[src/rtl/cfu_mac_pkg.sv]
// Shared definitions for the CFU MAC accumulator.
//   ACC_W / CNT_W : accumulator and operation-counter widths
//   OP_*          : function_id[2:0] operation encodings
//   state_e       : command FSM states
package cfu_mac_pkg;

  localparam int unsigned ACC_W = 32;
  localparam int unsigned CNT_W = 16;

  localparam logic [2:0] OP_ACC        = 3'd0;
  localparam logic [2:0] OP_CLEAR      = 3'd1;
  localparam logic [2:0] OP_SET        = 3'd2;
  localparam logic [2:0] OP_READ       = 3'd3;
  localparam logic [2:0] OP_ACC_SAT    = 3'd4;
  localparam logic [2:0] OP_READ_COUNT = 3'd5;

  typedef enum logic [1:0] {
    StIdle,
    StExec,
    StResp
  } state_e;

endpackage

[src/rtl/cfu_sat_add.sv]
// Combinational signed adder with wrap or saturate result.
//   a, b     : signed 32-bit operands
//   sat      : 1 = clamp to 0x7FFFFFFF / 0x80000000 on overflow, 0 = wrap
//   sum      : 32-bit result
//   overflow : signed overflow of the true sum
module cfu_sat_add
  import cfu_mac_pkg::*;
(
  input  logic [ACC_W-1:0] a,
  input  logic [ACC_W-1:0] b,
  input  logic             sat,
  output logic [ACC_W-1:0] sum,
  output logic             overflow
);

  logic [ACC_W:0] sum_ext;

  // Sign-extended to 33 bits: overflow iff the top two bits disagree.
  assign sum_ext  = {a[ACC_W-1], a} + {b[ACC_W-1], b};
  assign overflow = sum_ext[ACC_W] ^ sum_ext[ACC_W-1];

  always_comb begin
    sum = sum_ext[ACC_W-1:0];
    if (sat && overflow) begin
      // Bit 32 carries the true sign of the result.
      sum = sum_ext[ACC_W] ? {1'b1, {(ACC_W-1){1'b0}}} : {1'b0, {(ACC_W-1){1'b1}}};
    end
  end

endmodule

[src/rtl/cfu_mac_accumulator.sv]
// CFU accumulate stage: takes signed products over a valid/ready command
// channel, updates a 32-bit accumulator and a 16-bit op counter, and returns
// one response per command over a valid/ready response channel.
//   clk, reset (async, active low)
//   cmd_valid/cmd_ready, cmd_payload_function_id[9:0],
//   cmd_payload_inputs_0 (product), cmd_payload_inputs_1 (SET value)
//   rsp_valid/rsp_ready, rsp_payload_outputs_0
//   acc_overflow (sticky), cmd_illegal (sticky)
module cfu_mac_accumulator
  import cfu_mac_pkg::*;
(
  input  logic        clk,
  input  logic        reset,
  input  logic        cmd_valid,
  output logic        cmd_ready,
  input  logic [9:0]  cmd_payload_function_id,
  input  logic [31:0] cmd_payload_inputs_0,
  input  logic [31:0] cmd_payload_inputs_1,
  output logic        rsp_valid,
  input  logic        rsp_ready,
  output logic [31:0] rsp_payload_outputs_0,
  output logic        acc_overflow,
  output logic        cmd_illegal
);

  state_e             state_q, state_d;
  logic [9:0]         func_q;
  logic [ACC_W-1:0]   in0_q, in1_q;
  logic [ACC_W-1:0]   acc_q, acc_d;
  logic [ACC_W-1:0]   rsp_q, rsp_d;
  logic [CNT_W-1:0]   cnt_q, cnt_d, cnt_inc;
  logic               ovf_q, ovf_d;
  logic               ill_q, ill_d;
  logic               accept;
  logic [ACC_W-1:0]   add_sum;
  logic               add_ovf;

  // Gated with reset so the channel is never offered while held in reset.
  assign cmd_ready = (state_q == StIdle) && reset;
  assign accept    = cmd_valid && cmd_ready;

  assign rsp_valid             = (state_q == StResp);
  assign rsp_payload_outputs_0 = rsp_q;
  assign acc_overflow          = ovf_q;
  assign cmd_illegal           = ill_q;

  assign cnt_inc = (cnt_q == {CNT_W{1'b1}}) ? cnt_q : cnt_q + {{(CNT_W-1){1'b0}}, 1'b1};

  cfu_sat_add u_sat_add (
    .a        (acc_q),
    .b        (in0_q),
    .sat      (func_q[2:0] == OP_ACC_SAT),
    .sum      (add_sum),
    .overflow (add_ovf)
  );

  always_comb begin
    state_d = state_q;
    acc_d   = acc_q;
    rsp_d   = rsp_q;
    cnt_d   = cnt_q;
    ovf_d   = ovf_q;
    ill_d   = ill_q;
    unique case (state_q)
      StIdle: begin
        if (accept) state_d = StExec;
      end
      StExec: begin
        state_d = StResp;
        rsp_d   = '0;
        if (func_q[9:3] != 7'd0) begin
          ill_d = 1'b1;
        end else begin
          case (func_q[2:0])
            OP_ACC, OP_ACC_SAT: begin
              acc_d = add_sum;
              rsp_d = add_sum;
              cnt_d = cnt_inc;
              if (add_ovf) ovf_d = 1'b1;
            end
            OP_CLEAR: begin
              acc_d = '0;
              cnt_d = '0;
              ovf_d = 1'b0;
              ill_d = 1'b0;
            end
            OP_SET: begin
              acc_d = in1_q;
              rsp_d = acc_q;
            end
            OP_READ:       rsp_d = acc_q;
            OP_READ_COUNT: rsp_d = {{(ACC_W-CNT_W){1'b0}}, cnt_q};
            default:       ill_d = 1'b1;
          endcase
        end
      end
      StResp: begin
        if (rsp_ready) state_d = StIdle;
      end
      default: state_d = StIdle;
    endcase
  end

  always_ff @(posedge clk or negedge reset) begin
    if (!reset) begin
      state_q <= StIdle;
      func_q  <= '0;
      in0_q   <= '0;
      in1_q   <= '0;
      acc_q   <= '0;
      rsp_q   <= '0;
      cnt_q   <= '0;
      ovf_q   <= 1'b0;
      ill_q   <= 1'b0;
    end else begin
      state_q <= state_d;
      acc_q   <= acc_d;
      rsp_q   <= rsp_d;
      cnt_q   <= cnt_d;
      ovf_q   <= ovf_d;
      ill_q   <= ill_d;
      if (accept) begin
        func_q <= cmd_payload_function_id;
        in0_q  <= cmd_payload_inputs_0;
        in1_q  <= cmd_payload_inputs_1;
      end
    end
  end

endmodule

[config.mk]
export PLATFORM = sky130hd
export DESIGN_NAME = cfu_mac_accumulator
export DESIGN_NICKNAME = d
export VERILOG_FILES = /design/src/rtl/cfu_mac_pkg.sv /design/src/rtl/cfu_sat_add.sv /design/src/rtl/cfu_mac_accumulator.sv
export SDC_FILE = /design/constraint.sdc
export NUM_CORES = 1
export LEC_CHECK = 0
export ABC_AREA = 0
export BUFFER_PORTS_ARGS = -buffer_cell sky130_fd_sc_hd__buf_2
export CAP_MARGIN = 10
export CORE_MARGIN = 3
export CORE_UTILIZATION = 59
export DETAILED_ROUTE_END_ITERATION = 12
export PLACE_DENSITY = 0.81
export SYNTH_ARGS = -nofsm -noshare
export SYNTH_HDL_FRONTEND = slang
export SYNTH_HIERARCHICAL = 1
export SYNTH_SLANG_ARGS = --single-unit
[constraint.sdc]
create_clock -name clk -period 3.76 [get_ports clk]
set_input_delay 0.376 -clock clk [delete_from_list [all_inputs] [get_ports clk]]
set_output_delay 0.376 -clock clk [all_outputs]
set_load 0.01 [all_outputs]
Yosys cells after proc, flatten, opt, wreduce, memory -nomap -nowiden
Index checks and enable logic that the tools add are counted.
W data, S select, Z words.
{ "classes": {"n_eq_ne": 13, "mux": 14, "reduce_logical": 16, "n_bitwise": 2, "add_sub_neg": 2} }
{ "op_table": {"columns": ["operator", "count"], "rows": [
  ["$pmux W32 S3", 2],
  ["$mux W32", 3],
  ["$add A32 B32 Y33", 1],
  ["$pmux W16 S2", 1],
  ["$add A16 B1 Y16 const B", 1],
  ["$eq A16 B16 Y1 const B", 1],
  ["$mux W16", 1],
  ["$reduce_and A4 Y1", 2],
  ["$reduce_bool A7 Y1", 1],
  ["$eq A3 B2 Y1 const B", 2],
  ["$eq A3 B3 Y1 const B", 2],
  ["$ne A2 B1 Y1 const B", 3],
  ["$pmux W2 S3", 1],
  ["$reduce_or A5 Y1", 1],
  ["$mux W2", 2],
  ["$ne A2 B2 Y1 const B", 2],
  ["$pmux W1 S2", 2],
  ["$reduce_and A2 Y1", 2],
  ["$reduce_or A2 Y1", 2],
  ["$eq A3 B1 Y1 const B", 1],
  ["$logic_and A1 B1 Y1", 3],
  ["$logic_not A3 Y1", 1],
  ["$reduce_and A3 Y1", 1],
  ["$reduce_bool A3 Y1", 1],
  ["other kinds (7)", 8]
]} }
{ "word_totals": {"reg_bits": 158, "out_inout_bits": 36, "in_bits": 78, "elab_cells": 56} }

Depth between registers and ports, before layout
{ "logic_depth": {"depth_word": 6, "ltp_mapped": 16, "ltp_nobuf": 15} }

Cells and area by module
The synthesis kept the hierarchy.
{ "by_module_without_submodules": {"columns": ["module", "instances", "seq_area_each_um2", "area_per_inst_um2", "cells_per_inst"], "rows": [
  ["cfu_mac_accumulator", 1, 3953.8, 6837.8, 614],
  ["cfu_sat_add", 1, 0.0, 2143.3, 309]
]} }

Worst setup path before layout
No wires, ideal clock.
{ "synth_path": {"kind": "reg2reg", "start": "register acc_q[0]", "end": "register rsp_q[2] (netlist: rsp_payload_outputs_0[2])", "arrival_ps": 3035, "setup_ps": 133, "path_slack_ps": 592, "required_time_ps": 3627, "stages_incl_launch_ff": 17, "period_less_slack_ps": 3168, "n_path_buf": 1, "path_cell_list": "dfrtp_1 > ha_1 > inv_1 > fa_1 > nand2b_1 > a21o_1 > a21oi_2 > o311a_4 > a311oi_4 > or3_4 > a21boi_4 > buf_6 > o21ai_1 > a22oi_1 > nor2_1 > a21oi_1 > o21ai_0"} }
{ "synth_via": {"elab_chain_len": 6, "elab_cells_between_ends": 7, "cone_classes": "add/sub: 1; mux: 4; bitwise: 1; reduce/logical: 1"} }
{ "synth_lines": {"columns": ["element", "line_no", "source"], "rows": [
  ["start: declaration", "cfu_mac_accumulator.sv:29", "logic [ACC_W-1:0] acc_q, acc_d;"],
  ["start signal: assignment", "cfu_mac_accumulator.sv:110", "acc_q <= '0;"],
  ["start signal: assignment", "cfu_mac_accumulator.sv:117", "acc_q <= acc_d;"],
  ["$add A32 B32 Y33 *", "cfu_sat_add.sv:19", "assign sum_ext = {a[ACC_W-1], a} + {b[ACC_W-1], b};"],
  ["$xor A1 B1 Y1", "cfu_sat_add.sv:20", "assign overflow = sum_ext[ACC_W] ^ sum_ext[ACC_W-1];"],
  ["$logic_and A1 B1 Y1", "cfu_sat_add.sv:24", "if (sat && overflow) begin"],
  ["$mux W32 *", "cfu_sat_add.sv:24", null],
  ["via add_sum[2]", "cfu_mac_accumulator.sv:35", "logic [ACC_W-1:0] add_sum;"],
  ["$pmux W32 S3 *", "cfu_mac_accumulator.sv:74", "case (func_q[2:0])"],
  ["$mux W32 *", "cfu_mac_accumulator.sv:71", "if (func_q[9:3] != 7'd0) begin"],
  ["end signal: assignment", "cfu_mac_accumulator.sv:118", "rsp_q <= rsp_d;"],
  ["end: declaration", "cfu_mac_accumulator.sv:30", "logic [ACC_W-1:0] rsp_q, rsp_d;"]
]} }
The timed path passes the listed nets; every way through them passes the cells marked *.
A chain may end at the register's enable or synchronous reset.

Worst setup path in the final report
{ "layout_path": {"start": "register acc_q[0]", "end": "register rsp_q[4] (netlist: rsp_payload_outputs_0[4])"} }
Same word-level chain as after synthesis.

==> metrics <==
outcome=completed; EDFF count, synth=0; Final Max Slew Viols=0; Hold Buf Count CTS=0; Synth-to-Final Area Change=15.28%; async set-reset flop share out of synthesis=100.0%; Yosys top cell by area=dfrtp_1; fill count=approximately 1100; Placed Area=~0.0097 mm^2; CP bufs+invs=3; largest net degree at the start of global routing=77; die width=129.4 um; Yosys cell types=between 60 and 70; via count=slightly below 8000; Remaining Overflow, GRT=0; RSZ-0062 raised after global routing=yes; Routed Antenna Nets=0; critical path data arrival time=slightly below 4 ns; required time of the critical path=~4.1 ns; worst-path cell chain=ha_2 > inv_1 > fa_1 > nand2b_1 > a21o_1 > a21oi_2 > o311a_4 > a311oi_4 > or3_4 > a21boi_4 > buf_12 > clkbuf_16 > o21ai_1 > a22oi_1 > nor2_1 > a21oi_1 > o21ai_0; GP Congestion=0.9635; vias in the first global route=between 7000 and 8000; die height=approximately 130 um; post-layout minimum cycle time=roughly 3.6 ns; Residual DRC=0; peak fanout along the critical path=11; Hold Path Class=in -> async; Mean Syn Cell Area=slightly below 10 um^2; Final Net Count=1127; Setup WS post-layout=0.1387 ns; #FFs+latches synth=158; fin crit share=between 90% and 100%; Power Total=between 0.006 and 0.007 W; initial antenna violation count=0; Lkg Pwr=4.615 nW; DRT Pass-1 Iters=7; Tot GR Track Use=between 20 and 30%; Area contributors post-synth=dfrtp_1 44%, mux2_2 9.2%, a22oi_1 5.3%, a21oi_1 4.9%, ha_1 4.6%; Hold Vio Cnt, Final=0; Port Buffers=roughly 110; Core ar.=0.01470 mm^2; pre-CTS setup slack=~0.22 ns; syn nets=around 1000; CP max stage cell=or3_4; WS Path Type=reg -> reg; IO Count=roughly 110; Critical Path Source Type=register; ys flop type=dfrtp_1; CTS root buf=clkbuf_16; Mapped Cells=between 900 and 1000; Design Area, Final=around 0.010 mm^2; clock-pin transition on the worst setup and hold timing paths=roughly 0.070 ns; Die Footprint=0.01674 mm^2; fmax=approximately 280 MHz; skew final=roughly 0.0098 ns; Max VDD drop=slightly above 500 uV; first-pass GRT wire length=a little under 40000 um; Synth Cell Area=approximately 0.0090 mm^2; CTS sink count=about 160; diodes inserted=0; PD cells=651.2 mW/mm^2; r2r worst-path depth=17; crit-path max cell delay=0.41 ns; CTS H-Tree Depth=4; DRT Wirelength=about 24000 um; WP depth=17; crit-path leading delay family=compound AO/OA/AOI/OAI gates; Vias/cell=6.372; drt wl/cell=19.61 um; share of layout cells above drive strength 1=a little over a quarter; Worst Setup End Kind=register; Worst-Skew Late Latency=0.44 ns; Max clock buf depth=2; # setup viols final=0; Core Rows=44; Initial DRC Count=850; YS warnings=6; slew of the pin with the lowest slew margin=a little under 1 ns; total CTS buffers=17; maxcap violations=0; sequential share of the synthesized area=44.02%; Post-DP HPWL=~16000 um; Slew HR=a little over a third; CTS tree=done; Yosys top cell area share=around 44%; Initial Util=about three fifths
cell usage after synthesis, types with 5 or more instances:
master    instances
dfrtp_1         158
a31oi_1           9
buf_2            14
nor3_1            9
a21oi_1          88
a22oi_1          64
nand2b_1          9
nor2_1           80
mux2_2           73
a21o_1            9
nand2_1          76
inv_1            13
xnor2_1          12
o41ai_1           5
and2_1            9
nand4_1           5
xor2_1           15
nand3_1          13
o21ai_0          65
o21ai_1          23
ha_1             33
o21ai_2          17
clkbuf_1         37
o31ai_1          11
nor2b_1           8
where the power goes:
group	internal, W	total (W)	switching, W
Combinational	0.00114	0.00266	0.00152
Clock	0.00100	0.00179	0.000789
Sequential	0.00201	0.00229	0.000277
logic make-up (layout without fill, tap and decap cells):
| group | after synthesis | after routing | share of synthesized area, % |
|---|---|---|---|
| AOI/OAI and AO/OA | 327 | 327 | 23.67 |
| and+or+nand+nor | 229 | 229 | 11.88 |
| DFF | 158 | 158 | 44.02 |
| muxes | 74 | 74 | 9.264 |
| buffers and inverters | 73 | 178 | 3.594 |
| adders and majority gates | 35 | 35 | 4.932 |
| xor gates and xnor gates | 27 | 27 | 2.633 |
worst paths after layout:
check | startpoint | to | slack [ns]
worst min register to register | rsp_payload_outputs_0[22]$_DFFE_PN0P_ | rsp_payload_outputs_0[22]$_DFFE_PN0P_ | 0.48
worst max register to register | acc_q[0]$_DFFE_PN0P_ | rsp_payload_outputs_0[4]$_DFFE_PN0P_ | 0.14
min in group clk | rsp_ready | state_q[1]$_DFFE_PN0P_ | 0.13
worst max-delay path | acc_q[0]$_DFFE_PN0P_ | rsp_payload_outputs_0[4]$_DFFE_PN0P_ | 0.14
worst min-delay path | reset | acc_q[29]$_DFFE_PN0P_ | 0.1
max in group asynchronous | reset | in0_q[1]$_DFFE_PN0P_ | 2.51
layout by cell type, fill, tap and decap left out, drive strengths merged, types with 3 or more instances in the layout:
| master | n |
|---|---|
| o211ai | 5 |
| a21boi | 3 |
| ha | 33 |
| a22oi | 64 |
| nand3 | 14 |
| nand2b | 9 |
| mux2 | 73 |
| o21a | 3 |
| clkinv | 4 |
| nor3 | 9 |
| inv | 20 |
| clkbuf | 18 |
| a31oi | 9 |
| nand2 | 76 |
| a21oi | 89 |
| and3 | 3 |
| dfrtp | 158 |
| o41ai | 5 |
| and2 | 9 |
| nand4 | 5 |
| o22ai | 4 |
| o21ai | 105 |
| nor2b | 8 |
| o31ai | 12 |
| a211o | 3 |
| xor2 | 15 |
| xnor2 | 12 |
| a311oi | 3 |
| a21o | 9 |
| nor2 | 80 |
| buf | 132 |
timing repair:
action | 4_1_cts | 5_1_grt
buffers inserted | 0 | 3
gates resized for setup | 0 | 5
setup endpoints to repair | 0 | 7
through the flow:
| step | TNS, ns | util, % | cells | hold WS [ns] |
|---|---|---|---|---|
| 2_1_floorplan | 0 | - | 923 | 0.08041 |
| 3_3_place_gp | 0 | 65.78 | 1176 | 0.4639 |
| 3_5_place_dp | 0 | 65.78 | 1176 | 0.4708 |
| 4_1_cts | 0 | 69.89 | 1208 | 0.1148 |
| 5_1_grt | -0.1022 | 70.44 | 1212 | 0.1274 |
| 6_report | 0 | 70.44 | 1212 | 0.09903 |
sequential cells by signal, indices dropped and copies added, names as in the netlist:
signal / flops
rsp_payload_outputs_0: 32
func_q: 10
in0_q: 32
acc_q: 32
cnt_q: 16
cmd_illegal: 1
state_q: 2
acc_overflow: 1
in1_q: 32
area by class of cell:
cell class,instances,area [um^2],share of cell area (%)
Timing Repair Buffer,133,777.0,7.505
Multi-Input combinational cell,692,4740,45.78
Inverter,13,48.80,0.4713
Tap cell,184,230.2,2.224
Clock buffer,17,425.4,4.109
Sequential cell,158,3954,38.19
Clock inverter,15,178.9,1.728
layer usage:
| layer | vias to the layer above | global-route usage (%) | wire, um |
|---|---|---|---|
| li1 | 3561 | - | - |
| met1 | 3762 | 42.97 | 10860 |
| met2 | 358 | 43.17 | 10690 |
| met3 | 42 | 5.688 | 1758 |
| met4 | 0 | 9.450 | 454 |
| met5 | - | 0 | 0 |
Power figures use the tool's default switching activity.
